**config.mk**
```make
export PLATFORM = sky130hd
export DESIGN_NAME = mem_port_arbiter
export DESIGN_NICKNAME = d
export VERILOG_FILES = /design/src/rtl/mem_arb_pkg.sv /design/src/rtl/mem_beat_seq.sv /design/src/rtl/mem_port_arbiter.sv
export SDC_FILE = /design/constraint.sdc
export NUM_CORES = 1
export LEC_CHECK = 0
export CORE_MARGIN = 1
export CORE_UTILIZATION = 25
export DETAILED_ROUTE_END_ITERATION = 10
export SKIP_LAST_GASP = 1
export SYNTH_ARGS = -nofsm -noshare
export SYNTH_HDL_FRONTEND = slang
export SYNTH_HIERARCHICAL = 1
export SYNTH_SLANG_ARGS = --single-unit
```
**constraint.sdc**
```tcl
create_clock -name clk -period 4.2 [get_ports clk]
set_clock_uncertainty 0.2 [all_clocks]
set_input_delay 1.05 -clock clk [delete_from_list [all_inputs] [get_ports clk]]
set_output_delay 1.05 -clock clk [all_outputs]
set_load 0.01 [all_outputs]
```
**src/rtl/mem_arb_pkg.sv**
```systemverilog
// Shared definitions for the memory port arbiter.
//  - arb_state_e : arbiter FSM states
//  - owner_e     : which requester owns the current access
//  - BEATS/BYTE_W: a 32-bit word is moved as 4 byte beats, big-endian
//  - addr_illegal: misaligned or out-of-range word base check
//  - word_byte   : select the byte of a word carried on a given beat
package mem_arb_pkg;

  localparam int BEATS  = 4;
  localparam int BYTE_W = 8;
  localparam int WORD_W = 32;

  typedef enum logic [1:0] {
    ST_IDLE   = 2'd0,
    ST_ACCESS = 2'd1,
    ST_RESP   = 2'd2,
    ST_ERR    = 2'd3
  } arb_state_e;

  typedef enum logic {
    OWNER_IF = 1'b0,
    OWNER_DM = 1'b1
  } owner_e;

  // A word access is legal only if aligned and all four bytes fit in the array.
  function automatic logic addr_illegal(input logic [WORD_W-1:0] addr,
                                        input int unsigned       depth);
    return (addr[1:0] != 2'b00) || (addr > (depth - 32'd4));
  endfunction

  // Big-endian: beat 0 carries bits [31:24], beat 3 carries bits [7:0].
  function automatic logic [BYTE_W-1:0] word_byte(input logic [WORD_W-1:0] w,
                                                  input logic [1:0]        beat);
    return w[BYTE_W*(BEATS-1-int'(beat)) +: BYTE_W];
  endfunction

endpackage

```
**src/rtl/mem_beat_seq.sv**
```systemverilog
// Byte beat sequencer for one granted word access.
// Ports:
//  clk, rst_n   : clock, async active-low reset
//  start        : 1-cycle pulse at grant; clears beat counter and read word
//  active       : high while the arbiter is in ACCESS
//  we           : 1 = store, 0 = load (latched by the arbiter)
//  base         : word base byte address (latched by the arbiter)
//  wdata        : store word (latched by the arbiter)
//  mem_rbyte    : combinational read byte from the array
//  mem_addr/mem_we/mem_wbyte : array pins, all zero when not active
//  rdata        : assembled load word
//  last_beat    : high during the final beat
module mem_beat_seq
  import mem_arb_pkg::*;
#(
  parameter int MADDR_W = 10
) (
  input  logic               clk,
  input  logic               rst_n,
  input  logic               start,
  input  logic               active,
  input  logic               we,
  input  logic [MADDR_W-1:0] base,
  input  logic [31:0]        wdata,
  input  logic [7:0]         mem_rbyte,
  output logic [MADDR_W-1:0] mem_addr,
  output logic               mem_we,
  output logic [7:0]         mem_wbyte,
  output logic [31:0]        rdata,
  output logic               last_beat
);

  logic [1:0]  beat_q, beat_d;
  logic [31:0] rdata_q, rdata_d;

  always_comb begin
    beat_d    = beat_q;
    rdata_d   = rdata_q;
    mem_addr  = '0;
    mem_we    = 1'b0;
    mem_wbyte = '0;
    last_beat = 1'b0;
    if (start) begin
      beat_d  = 2'd0;
      rdata_d = '0;
    end else if (active) begin
      // The adder wraps modulo 2**MADDR_W; the arbiter's range check
      // guarantees a real wrap never happens.
      mem_addr  = base + MADDR_W'(beat_q);
      mem_we    = we;
      mem_wbyte = we ? word_byte(wdata, beat_q) : 8'h00;
      if (!we) begin
        rdata_d[BYTE_W*(BEATS-1-int'(beat_q)) +: BYTE_W] = mem_rbyte;
      end
      beat_d    = beat_q + 2'd1;
      last_beat = (beat_q == 2'(BEATS-1));
    end
  end

  always_ff @(posedge clk or negedge rst_n) begin
    if (!rst_n) begin
      beat_q  <= 2'd0;
      rdata_q <= '0;
    end else begin
      beat_q  <= beat_d;
      rdata_q <= rdata_d;
    end
  end

  assign rdata = rdata_q;

endmodule

```
**src/rtl/mem_port_arbiter.sv**
```systemverilog
// Arbitrates the single byte-wide data memory between instruction fetch (IF)
// and load/store (DM). Each granted word becomes 4 big-endian byte beats.
// Ports:
//  clk, rst_n                      : clock, async active-low reset
//  if_req/if_addr                  : IF read request (level, held until if_done)
//  if_done/if_rdata/if_err         : IF response, 1-cycle pulse
//  dm_req/dm_we/dm_addr/dm_wdata   : DM request (level, held until dm_done)
//  dm_done/dm_rdata/dm_err         : DM response, 1-cycle pulse
//  mem_addr/mem_we/mem_wbyte       : array pins (array writes on same posedge)
//  mem_rbyte                       : combinational array read byte
//  busy                            : high whenever not IDLE
//  dbg_state                       : current FSM state encoding
// Handshake: a requester raises req and holds it with stable inputs until it
// sees its done pulse, and drops req in that same done cycle. Inputs are
// latched at grant, so later changes are ignored until done.
module mem_port_arbiter
  import mem_arb_pkg::*;
#(
  parameter int MEM_DEPTH  = 1024,
  parameter int MADDR_W    = 10,
  parameter int STARVE_MAX = 3
) (
  input  logic               clk,
  input  logic               rst_n,
  input  logic               if_req,
  input  logic [31:0]        if_addr,
  output logic               if_done,
  output logic [31:0]        if_rdata,
  output logic               if_err,
  input  logic               dm_req,
  input  logic               dm_we,
  input  logic [31:0]        dm_addr,
  input  logic [31:0]        dm_wdata,
  output logic               dm_done,
  output logic [31:0]        dm_rdata,
  output logic               dm_err,
  output logic [MADDR_W-1:0] mem_addr,
  output logic               mem_we,
  output logic [7:0]         mem_wbyte,
  input  logic [7:0]         mem_rbyte,
  output logic               busy,
  output logic [1:0]         dbg_state
);

  localparam int SW = (STARVE_MAX < 2) ? 1 : $clog2(STARVE_MAX + 1);

  arb_state_e         state_q, state_d;
  owner_e             owner_q, owner_d;
  logic [MADDR_W-1:0] base_q, base_d;
  logic               we_q, we_d;
  logic [31:0]        wdata_q, wdata_d;
  logic [SW-1:0]      starve_q, starve_d;

  logic               seq_start;
  logic               pick_if;
  logic [31:0]        sel_addr;
  logic               last_beat;
  logic [31:0]        seq_rdata;

  always_comb begin
    state_d   = state_q;
    owner_d   = owner_q;
    base_d    = base_q;
    we_d      = we_q;
    wdata_d   = wdata_q;
    starve_d  = starve_q;
    seq_start = 1'b0;
    pick_if   = 1'b0;
    sel_addr  = '0;
    case (state_q)
      ST_IDLE: begin
        // No IF waiting means nobody is being starved.
        if (!if_req) starve_d = '0;
        if (if_req || dm_req) begin
          // DM normally wins a tie; IF is forced once it has lost
          // STARVE_MAX consecutive ties.
          pick_if  = if_req && (!dm_req || (starve_q == SW'(STARVE_MAX)));
          sel_addr = pick_if ? if_addr : dm_addr;
          owner_d  = pick_if ? OWNER_IF : OWNER_DM;
          we_d     = pick_if ? 1'b0 : dm_we;
          wdata_d  = pick_if ? 32'h0 : dm_wdata;
          base_d   = sel_addr[MADDR_W-1:0];
          if (pick_if) begin
            starve_d = '0;
          end else if (if_req && (starve_q != SW'(STARVE_MAX))) begin
            starve_d = starve_q + SW'(1);
          end
          seq_start = 1'b1;
          state_d   = addr_illegal(sel_addr, MEM_DEPTH) ? ST_ERR : ST_ACCESS;
        end
      end
      ST_ACCESS: begin
        if (last_beat) state_d = ST_RESP;
      end
      ST_RESP:   state_d = ST_IDLE;
      ST_ERR:    state_d = ST_IDLE;
      default:   state_d = ST_IDLE;
    endcase
  end

  always_ff @(posedge clk or negedge rst_n) begin
    if (!rst_n) begin
      state_q  <= ST_IDLE;
      owner_q  <= OWNER_IF;
      base_q   <= '0;
      we_q     <= 1'b0;
      wdata_q  <= '0;
      starve_q <= '0;
    end else begin
      state_q  <= state_d;
      owner_q  <= owner_d;
      base_q   <= base_d;
      we_q     <= we_d;
      wdata_q  <= wdata_d;
      starve_q <= starve_d;
    end
  end

  mem_beat_seq #(
    .MADDR_W (MADDR_W)
  ) u_beat_seq (
    .clk       (clk),
    .rst_n     (rst_n),
    .start     (seq_start),
    .active    (state_q == ST_ACCESS),
    .we        (we_q),
    .base      (base_q),
    .wdata     (wdata_q),
    .mem_rbyte (mem_rbyte),
    .mem_addr  (mem_addr),
    .mem_we    (mem_we),
    .mem_wbyte (mem_wbyte),
    .rdata     (seq_rdata),
    .last_beat (last_beat)
  );

  // Responses are decoded from state so they drop together with an async reset.
  // The read word is cleared at grant and never written by stores, so stores
  // return 0.
  always_comb begin
    busy      = (state_q != ST_IDLE);
    dbg_state = state_q;
    if_done   = ((state_q == ST_RESP) || (state_q == ST_ERR)) && (owner_q == OWNER_IF);
    dm_done   = ((state_q == ST_RESP) || (state_q == ST_ERR)) && (owner_q == OWNER_DM);
    if_err    = (state_q == ST_ERR) && (owner_q == OWNER_IF);
    dm_err    = (state_q == ST_ERR) && (owner_q == OWNER_DM);
    if_rdata  = ((state_q == ST_RESP) && (owner_q == OWNER_IF)) ? seq_rdata : 32'h0;
    dm_rdata  = ((state_q == ST_RESP) && (owner_q == OWNER_DM)) ? seq_rdata : 32'h0;
  end

endmodule

```
* After elaboration in Yosys (flattened, before gate mapping)
Index checks and enable logic that the tools add are counted.
** Cells by class
- Add/sub/neg operators :: 5
- Eq/ne operators :: 9
- Order comparisons :: 1
- Mux-type cells :: 31
- Shift-type cells :: 3
- Bitwise logic cells :: 1
- Reductions and logical operators :: 21
** Operator list (number)
- 32-bit 2-to-1 mux :: 7
- 6-bit negation with 33-bit output :: 1
- 8-bit by 33-bit variable shift with 32-bit output (first input constant) :: 1
- 8-bit by 33-bit indexed part select with 32-bit output :: 1
- 32-bit bitwise mux :: 1
- 32-bit by 10-bit > comparator with 1-bit output (second input constant) :: 1
- 32-bit by 6-bit indexed part select with 8-bit output :: 1
- 8-bit 2-to-1 mux :: 3
- 10-bit 2-to-1 mux :: 2
- 2-bit 2-to-1 mux :: 9
- 10-bit by 2-bit adder with 10-bit output :: 1
- 2-bit == test (second input constant) :: 4
- 1-bit logical AND :: 8
- 1-bit 2-to-1 mux :: 8
- 2-bit inequality test (second input constant) :: 3
- 2-bit case mux with 3 select lines :: 1
- 2-bit AND reduction :: 3
- 2-bit nonzero test :: 3
- 2-bit by 1-bit adder with 2-bit output (second input constant) :: 2
- 1-bit logical OR :: 4
- 2-bit by 2-bit subtractor with 3-bit output (first input constant) :: 1
- 2-bit by 1-bit == test with 1-bit output (second input constant) :: 1
- 2-bit zero test :: 1
- 2-bit by 1-bit inequality test with 1-bit output (second input constant) :: 1
- other kinds (3) :: 3
** Storage, ports and cells
- Flip-flop bits (word level) :: 82
- Word-level logic and storage cells :: 79

* Logic depth before layout (Yosys ltp)
- Depth in word-level cells :: 9
- Mapped depth :: 10
- Mapped depth without buffers :: 7

* By module
Netlist, hierarchy kept.
** By module, submodules not included
- mem_port_arbiter :: area an instance 2494.9 µm², sequential area each 1201.2 µm², cells an instance 235, times used 1
- mem_beat_seq :: area an instance 1934.4 µm², sequential area each 850.8 µm², cells an instance 164, times used 1

* Least setup slack after synthesis
No wires, ideal clock.
- Path type :: input-to-output
- From :: input port dm_req
- To :: output port mem_addr[3]
- Setup slack :: 0.619 ns
- Stages on the path :: 7
- Buffers on the path :: 3
- Arrival time :: 2.331 ns
- Cell sequence :: o21ai_2 buf_6 buf_4 inv_1 buf_2 nand2b_1 a21oi_1
** On the way
- Word-level cells in the longest chain between the ends :: 4
** Ends and longest elaborated chain
- from (decl) :: line mem_port_arbiter.sv:30 : input logic dm_req,
- 1-bit logical OR :: line mem_port_arbiter.sv:74 : if (if_req || dm_req) begin
- 1-bit 2-to-1 mux :: line mem_port_arbiter.sv:74
- 1-bit 2-to-1 mux :: line mem_port_arbiter.sv:70 : case (state_q)
- via seq_start :: line mem_port_arbiter.sv:54 : logic seq_start;
- 10-bit 2-to-1 mux :: line mem_beat_seq.sv:43 : if (start) begin
- to (decl) :: line mem_port_arbiter.sv:37 : output logic [MADDR_W-1:0] mem_addr,
The timed path passes the listed nets, and every way through them passes these cells.

* Final worst setup path
- From :: input port if_req
- To :: output port mem_wbyte[2]
** On the way
- Word-level cells in the longest chain between the ends :: 4
** Ends and longest elaborated chain
- from (decl) :: line mem_port_arbiter.sv:25 : input logic if_req,
- 1-bit logical OR :: line mem_port_arbiter.sv:74
- 1-bit 2-to-1 mux :: line mem_port_arbiter.sv:74
- 1-bit 2-to-1 mux :: line mem_port_arbiter.sv:70
- via seq_start :: line mem_port_arbiter.sv:54
- 8-bit 2-to-1 mux :: line mem_beat_seq.sv:43
- to (decl) :: line mem_port_arbiter.sv:39 : output logic [7:0] mem_wbyte,
The timed path passes the listed nets, and every way through them passes these cells.

==> flow_metrics.tcl <==
set metrics [dict create \
    via_per_inst 4.765 \
    place.gp.congestion 0.7560 \
    die_w_um 135.1 \
    dieArea_mm2 0.01825 \
    status "finished, final reports clean" \
    tritoncts "built" \
    drive_above_1_share_pct 8.194 \
    tns_ns 0 \
    first_iter_violations 163 \
    ys_seq_area_share_pct 46.33 \
    synth-compound-area-share_pct 17.71 \
    final_common_cell "clkdlybuf4s50_1" \
    numClockSinks 82 \
    peakVddDrop_uv 251.3 \
    startpoint "if_req" \
    clkTransAtPathRegs_ns 0.06 \
    root_buffer "clkbuf_16" \
    grt_overflow 0 \
    wirelength_mm 13.50 \
    fp.coreArea_mm2 0.01730 \
    synthFlopType "dfrtp_1" \
    num_io_pins 199 \
    synthSimpleGateAreaFrac_pct 20.31 \
    crit_end "mem_wbyte[2]" \
    antenna_found_initial 0 \
    portBuffers 198 \
    avgSynthCellArea_um2 11.10 \
    critPathMaxFanout 9 \
    grt_start_max_net_pins 83 \
    cts_made_buffers 9 \
    synth-edff-count 0 \
    clock_latency_ns 0.34 \
    hold_path.class "flop to flop" \
    dr.pass1.iters 4 \
    drcViolationCount 0 \
    r2r_end "u_beat_seq/rdata[18]" \
    ant_nets 0 \
    synthTopCellsByArea "dfrtp_1, a22o_1, and2_1, mux2i_1, mux4_2" \
    ff2ff_path_depth 5 \
    cp.required_ns 2.95 \
    hold_viol_final 0 \
    rsz0062_at_grt "no" \
    cts-hold-fix-buffers 0 \
    row_count 48 \
    leakage_nw 2.943 \
    r2r_setup_slack_ns 1.78 \
    hpwl_mm 10.33 \
    htreeDepth 3 \
    fin_crit_ns 4.063 \
    hold_depth 1 \
    grt.total_usage_pct 15.20 \
    drv_slew 0 \
    synthDominantCellAreaShare_pct 46.33 \
    cp.arrival_ns 2.81 \
    grt_pass1_vias 3896 \
    max_freq_mhz 246.1 \
    grt_pass1_wl_mm 21.00 \
    post_cts_buffers 0 \
    start_kind "input port" \
    ys_types 49 \
    synth_seq_cells 82 \
    fin_nets 711 \
    most-common-layout-cells "clkdlybuf4s50_1, dfrtp_1, and2_1, a22o_1, nand2_1" \
    path_class "input port to output port" \
    fin_crit_sh_pct 96.73 \
    area_growth_pct 56.24 \
    async_reset_ff_share_pct 100.0 \
    maxCapViolCount 0 \
    yosysWarnings 6 \
    critPathCaptureType "output port" \
    syn-num-nets 516 \
    netlist_instances 399 \
    cts_buffer_depth 2 \
    p_per_area_mw_per_mm2 545.0 \
    synth.area.mux_share_pct 8.136 \
    initial_utilization_pct 25.61 \
    setup_viol 0 \
    avgRoutedWirePerCell_um 16.40 \
    holdWs_ns 0.2991 \
    n_antenna_cell 0 \
    die_y_um 135.1 \
    tightestPinTransition_ns 1.057 \
    slew_headroom_pct 29.55 \
    r2r-start "dbg_state[0]" \
    yosys.area.top_type "dfrtp_1" \
    synth_top_family_by_area "simple AND/OR/NAND/NOR gates" \
    synth_xor_area_share_pct 0.5932 \
    dr_total_vias 3922 \
    syn_area_mm2 0.004429 \
    synth_adder_area_share_pct 2.429 \
]
==> where the power goes <==
group          total [mW]  leakage (nW)  switching, mW  internal, mW
combinational        1.62          1.72          0.803         0.816
clock               0.802         0.145          0.325         0.477
sequential           1.35          1.07          0.268          1.08
==> worst min path at each step <==
stage,start,endpoint,slack [ns]
after detailed placement,starve_q[1],starve_q[1],0.29
final,wdata_q[14],wdata_q[14],0.30
after global placement,starve_q[1],starve_q[1],0.28
after floorplan,base_q[0],base_q[0],0.26
after CTS,wdata_q[12],wdata_q[12],0.31
after global routing,wdata_q[31],wdata_q[31],0.32
==> cells by family after synthesis <==
kind of cell / after synthesis
and+or+nand+nor: 148
AOI/OAI and AO/OA: 95
DFF: 82
buffers and inverters: 37
muxes: 26
adders and majority gates: 8
xor gates and xnor gates: 3
==> worst max-delay path: stages <==
cell	delay, ns
clkdlybuf4s50_1	0.46
o21ai_4	0.15
inv_1	0.08
nor2b_1	0.15
buf_4	0.20
and3_1	0.19
clkdlybuf4s50_1	0.54
==> metrics by stage <==
stage               cell area, µm²  utilization, %  worst slack [ns]  power (mW)  instances
finish                        6920           40.01            0.1371       3.772        823
global route                  6920           40.01           0.04432       4.038        823
CTS                           6918           40.00           0.04108       3.829        823
detailed placement            6615           38.25           0.04343       3.005        808
global placement              6615           38.25           0.08323       2.938        808
floorplan                     4429               -            0.6194       2.339        399
==> Yosys cell counts (3+ instances only) <==
cell / n
buf_2: 3
a21oi_1: 5
a22o_1: 57
mux2i_1: 18
inv_1: 15
nor4_1: 10
nand4_1: 3
ha_1: 7
dfrtp_1: 82
o21ai_0: 13
or3_1: 4
mux4_2: 8
a21oi_2: 4
buf_4: 3
clkbuf_1: 10
nand2b_1: 3
and2_1: 69
nor3_1: 3
buf_6: 6
and3_1: 9
nor2_1: 5
nand2_1: 24
==> area by class of cell <==
class | count | area, µm²
clock inverters | 5 | 63.81
multi-input cells | 280 | 2186
clock buffers | 10 | 239.0
fillers | 1655 | 10380
repair buffers | 206 | 2042
inverters | 15 | 56.30
well taps | 225 | 281.5
flip-flops and latches | 82 | 2052
==> sequential cells by signal, indices dropped and copies added (netlist names) <==
| register | count |
|---|---|
| base_q | 10 |
| u_beat_seq/rdata | 32 |
| dbg_state | 2 |
| starve_q | 2 |
| u_beat_seq/beat_q | 2 |
| wdata_q | 32 |
| owner_q | 1 |
| we_q | 1 |
==> repair_timing <==
| action | CTS | global route |
|---|---|---|
| endpoints found under the hold margin | 0 | 0 |
| endpoints found under the setup margin | 0 | 5 |
| resized for setup | 0 | 1 |
==> layer usage <==
metal  up-vias  global-route usage, %  wire length (µm)
li1       1840                      -                 -
met1      1883                  18.22              5777
met2       182                  26.15              6532
met3        17                  4.655               943
met4         0                  4.182               244
met5         -                      0                 0
Note: power is estimated with default switching activity, not from simulation.
==> RTL change 1 (config.mk and constraints unchanged) <==
Take the reset off `rdata_q` and load it in a clocked block of its own.
--- a/src/rtl/mem_beat_seq.sv
+++ b/src/rtl/mem_beat_seq.sv
@@ -60,11 +60,13 @@
   always_ff @(posedge clk or negedge rst_n) begin
     if (!rst_n) begin
       beat_q  <= 2'd0;
-      rdata_q <= '0;
     end else begin
       beat_q  <= beat_d;
-      rdata_q <= rdata_d;
     end
+  end
+
+  always_ff @(posedge clk) begin
+    rdata_q <= rdata_d;
   end
 
   assign rdata = rdata_q;
Function: no difference found for any inputs over 10 cycles, from zero or initial values and one cycle with rst_n low; that may be too few to reach the edited logic, so the function may still have changed.
==> RTL change 1 against the original RTL <==
- setup slack got worse by 0.065 ns
- synthesized area fell by 1.6%
- power fell by 1.8%
- sequential cell count did not move
- clock power fell by 2.9%
- final area fell by 1.4%
- synthesized cell count rose by 11%
- fmax fell by 1.6%
- wire length rose by 2.1%
- critical path type unchanged
==> RTL change 1: results (changes against the original RTL) <==
met3 routed WL = 1010 um (+6.9%)
register area share after synthesis = 43.4% (-2.9 points)
RePlAce Congestion = 0.804 (+6.3%)
Filler Cells Inserted = 1656 (+0.060%)
#MultiIn Comb = 322 (+15%)
mux share of post-synthesis cell area = 6.66% (-1.5 points)
met2 wire length = 6610 um (+1.1%)
switching power = 1.40 mW (+0.29%)
GR Util met3 = 5.18% (+0.52 points)
Post-DP HPWL = 10600 um (+2.2%)
Lkg Pwr = 2.75 nW (-6.7%)
CP Data Arrival Time = 2.88 ns (+0.07 ns)
Signal buf overhead = 30.2% (+0.65 points)
GRT Util Overall = 16.0% (+0.77 points)
first element of the critical path = dm_req
synth top area cells = dfrtp_1 (29%), dfxtp_1 (15%), and2_1 (10%)
Least-Margin Pin Slew = 0.890 ns (-0.167 ns)
met2 Usage GRT = 26.8% (+0.65 points)
layout cell share with drive strength beyond 1 = 6.76% (-1.4 points)
Vias = 4093 (+4.4%)
most frequent cells after synthesis = and2_1 (70), dfrtp_1 (50), a22o_1 (33), nand2_1 (33), dfxtp_1 (32)
status = finished clean
first-pass GRT wire length = 22200 um (+5.7%)
xor/xnor share of the synthesized area = 0.603% (+0.0099 points)
combinational share of power = 43.8% (+0.9 points)
Adder-Cell Fraction of Synth Area = 2.76% (+0.33 points)
Signal inverters = 8 (-7)
ClkCell Share = 4.33% (-0.048 points)
post-cts gate resize count = 2 (+2)
1st-iter DRT viols = 229 (+40%)
-- RTL change 1: changes by cell type after synthesis, moves of 7 or more --
| cell | delta |
|---|---|
| nand2_1 | +9 |
| nand3_1 | +16 |
| dfxtp_1 | +32 |
| nor2_1 | +16 |
| inv_1 | -7 |
| mux2i_1 | -7 |
| dfrtp_1 | -32 |
| a22o_1 | -24 |
| a32oi_1 | +16 |
| a21oi_1 | +17 |
-- RTL change 1: metrics by stage --
step | TNS, ns | cells | setup WS, ns | cell area (um^2) | total power [mW]
after floorplan | 0 | 444 | 0.541 | 4360 | 2.28
after global placement | -0.264 | 840 | -0.0340 | 6520 | 2.88
after detailed placement | -0.396 | 840 | -0.0577 | 6520 | 2.93
after CTS | 0 | 856 | 0.0242 | 6820 | 3.74
after global routing | -0.0261 | 856 | -0.0161 | 6820 | 3.97
final | 0 | 856 | 0.0717 | 6820 | 3.70
==> RTL change 2 (same flow settings) <==
Made on the original files. The parameter `STARVE_MAX` goes from 3 to 6.
--- a/src/rtl/mem_port_arbiter.sv
+++ b/src/rtl/mem_port_arbiter.sv
@@ -18,7 +18,7 @@
 #(
   parameter int MEM_DEPTH  = 1024,
   parameter int MADDR_W    = 10,
-  parameter int STARVE_MAX = 3
+  parameter int STARVE_MAX = 6
 ) (
   input  logic               clk,
   input  logic               rst_n,
Function: changed (a bounded check fails within 10 cycles, from zero or initial values and one cycle with rst_n low).
==> RTL change 2 against the original RTL <==
- power up 2.1%
- count of clock-buffer cells in the layout is 1 higher
- synthesized area increased by 3.3%
- global-route usage is 0.17 points higher
- via count grew 10%
- final area is 2.6% higher
- setup slack worse by 0.0081 ns
- combinational power grew 6%
- sequential cell count increased by 1
- wire length rose by 3.8%
- critical path depth is the same
- largest power group unchanged
==> RTL change 2: results (changes against the original RTL) <==
status = finished clean
Layout Nets = 788 (+11%)
Repair and plain buffers = 209 (+1.5%)
Compound-Gate Fraction of Synth Area = 14.3% (-3.4 points)
R2R depth = 5 (unchanged)
RePlAce Congestion = 0.812 (+7.3%)
Vias = 4320 (+10%)
CP Data Arrival Time = 2.82 ns (about the same)
worst hold stages = 2 (+1)
Post-DP HPWL = 10400 um (+0.36%)
area post-placement = 0.00679 mm^2 (+2.6%)
Area growth, synth to finish = 55.2%
drt pass-1 iters = 4 (unchanged)
synth top area cells = dfrtp_1 (45%), and3_1 (10%), nand2_1 (7.5%)
1st-iter DRT viols = 156 (-4.3%)
Signal buf overhead = 29.1% (-0.41 points)
drt wl/cell = 15.5 um (-5.5%)
number of global-route vias before repair = 4210 (+8.1%)
post-cts gate resize count = 2 (+2)
layout cell share with drive strength beyond 1 = 7.85% (-0.34 points)
Cell variety after synth = 44 (-10%)
Worst R2R Start = dbg_state[1]
Syn Nets = 601 (+16%)
mux share of post-synthesis cell area = 7.88% (-0.26 points)
HP Start = wdata_q[8]
mapped cell area = 0.00457 mm^2 (+3.3%)
ClkCell Share = 4.30% (-0.075 points)
Synth Instances = 483 (+21%)
Worst-path clk slew = 0.06 ns (about the same)
register bit count reported by yosys = 83 (+1.2%)
maximum VDD drop = 269 uV (+7.0%)
setup repair bufs after CTS = 0 (unchanged)
Clock Buffer Count = 11 (+1)
Signal inverters = 17 (+2)
# placed instances = 888 (+9.9%)
switching power = 1.51 mW (+7.9%)
first element of the critical path = dm_req
Seq/total area = 29.3% (-0.39 points)
Worst Path Max Fanout = 11 (+2)
worst hold endpoint = wdata_q[8]
xor/xnor share of the synthesized area = 0.574% (-0.019 points)
Adder-Cell Fraction of Synth Area = 2.63% (+0.20 points)
ant diodes = 0 (unchanged)
largest net degree at the start of global routing = 84 (+1.2%)
top_reg_cell synth = dfrtp_1
Filler Cells Inserted = 1763 (+6.5%)
Least-Margin Pin Slew = 1.06 ns (+0.00707 ns)
asr flop ratio synth = 100% (unchanged)
first-pass GRT wire length = 22200 um (+5.9%)
GRT Util Overall = 15.4% (+0.17 points)
combinational power = 1.72 mW (+6%)
most frequent cells after synthesis = nand2_1 (91), dfrtp_1 (83), and3_1 (73)
Lkg Pwr = 3.15 nW (+7.1%)
register area share after synthesis = 45.4% (-0.92 points)
Multi-input gate area = 0.00230 mm^2 (+5.3%)
Reg2Reg Setup Slack = 1.84 ns (+0.06 ns)
#MultiIn Comb = 350 (+25%)
Via density = 4.78 (+0.28%)
Worst R2R End = u_beat_seq/rdata[11]
YS warnings = 6 (unchanged)
[RTL change 2: cell count changes after synthesis, sizes merged, moves of 2 or more]
cell,change
nand4,+2
nand3,+2
and2b,-3
a22o,-33
nand2,+67
clkbuf,+12
a21o,-2
o21ai,+36
and3,+64
and2,-63
[RTL change 2: layer usage]
metal	part of all wire (%)	global-route usage, %	vias up	wire length, um
met5	0	0	-	0
met3	5.1	2.76	18	717
li1	-	-	2102	-
met2	47	25.3	158	6540
met4	1.5	5.37	0	213
met1	47	20.2	2042	6540
[RTL change 2: worst max-delay path: stages]
cell             delay [ns]
clkdlybuf4s50_1        0.47
o21ai_4                0.19
inv_2                  0.07
nor2b_2                0.14
buf_6                  0.18
and3_1                 0.18
clkdlybuf4s50_1        0.54
[RTL change 2: worst max-delay path by stage]
stage / endpoint / slack, ns / cells after the start
after floorplan: mem_addr[3] / 0.66 / 6
after global placement: mem_wbyte[2] / 0.02 / 7
after detailed placement: mem_wbyte[3] / -0.01 / 7
after CTS: mem_wbyte[3] / 0.02 / 7
after global routing: mem_wbyte[3] / 0.06 / 7
final: mem_wbyte[3] / 0.13 / 7
[RTL change 2: cell families after synthesis]
family	after synthesis
compound gates	98
xor+xnor	3
flops	83
simple gates	214
fa+ha+maj	9
mux	26
buf+inv	50
[RTL change 2: stage by stage]
stage | TNS (ns) | power [mW] | hold WS, ns | util [%] | setup slack [ns]
after global placement | 0 | 3.01 | 0.258 | 37.8 | 0.0221
after detailed placement | -0.0113 | 3.06 | 0.266 | 37.8 | -0.0113
after floorplan | 0 | 2.35 | 0.245 | - | 0.660
after CTS | 0 | 3.90 | 0.281 | 39.5 | 0.0218
after global routing | 0 | 4.15 | 0.295 | 39.5 | 0.0600
final | 0 | 3.85 | 0.276 | 39.5 | 0.129
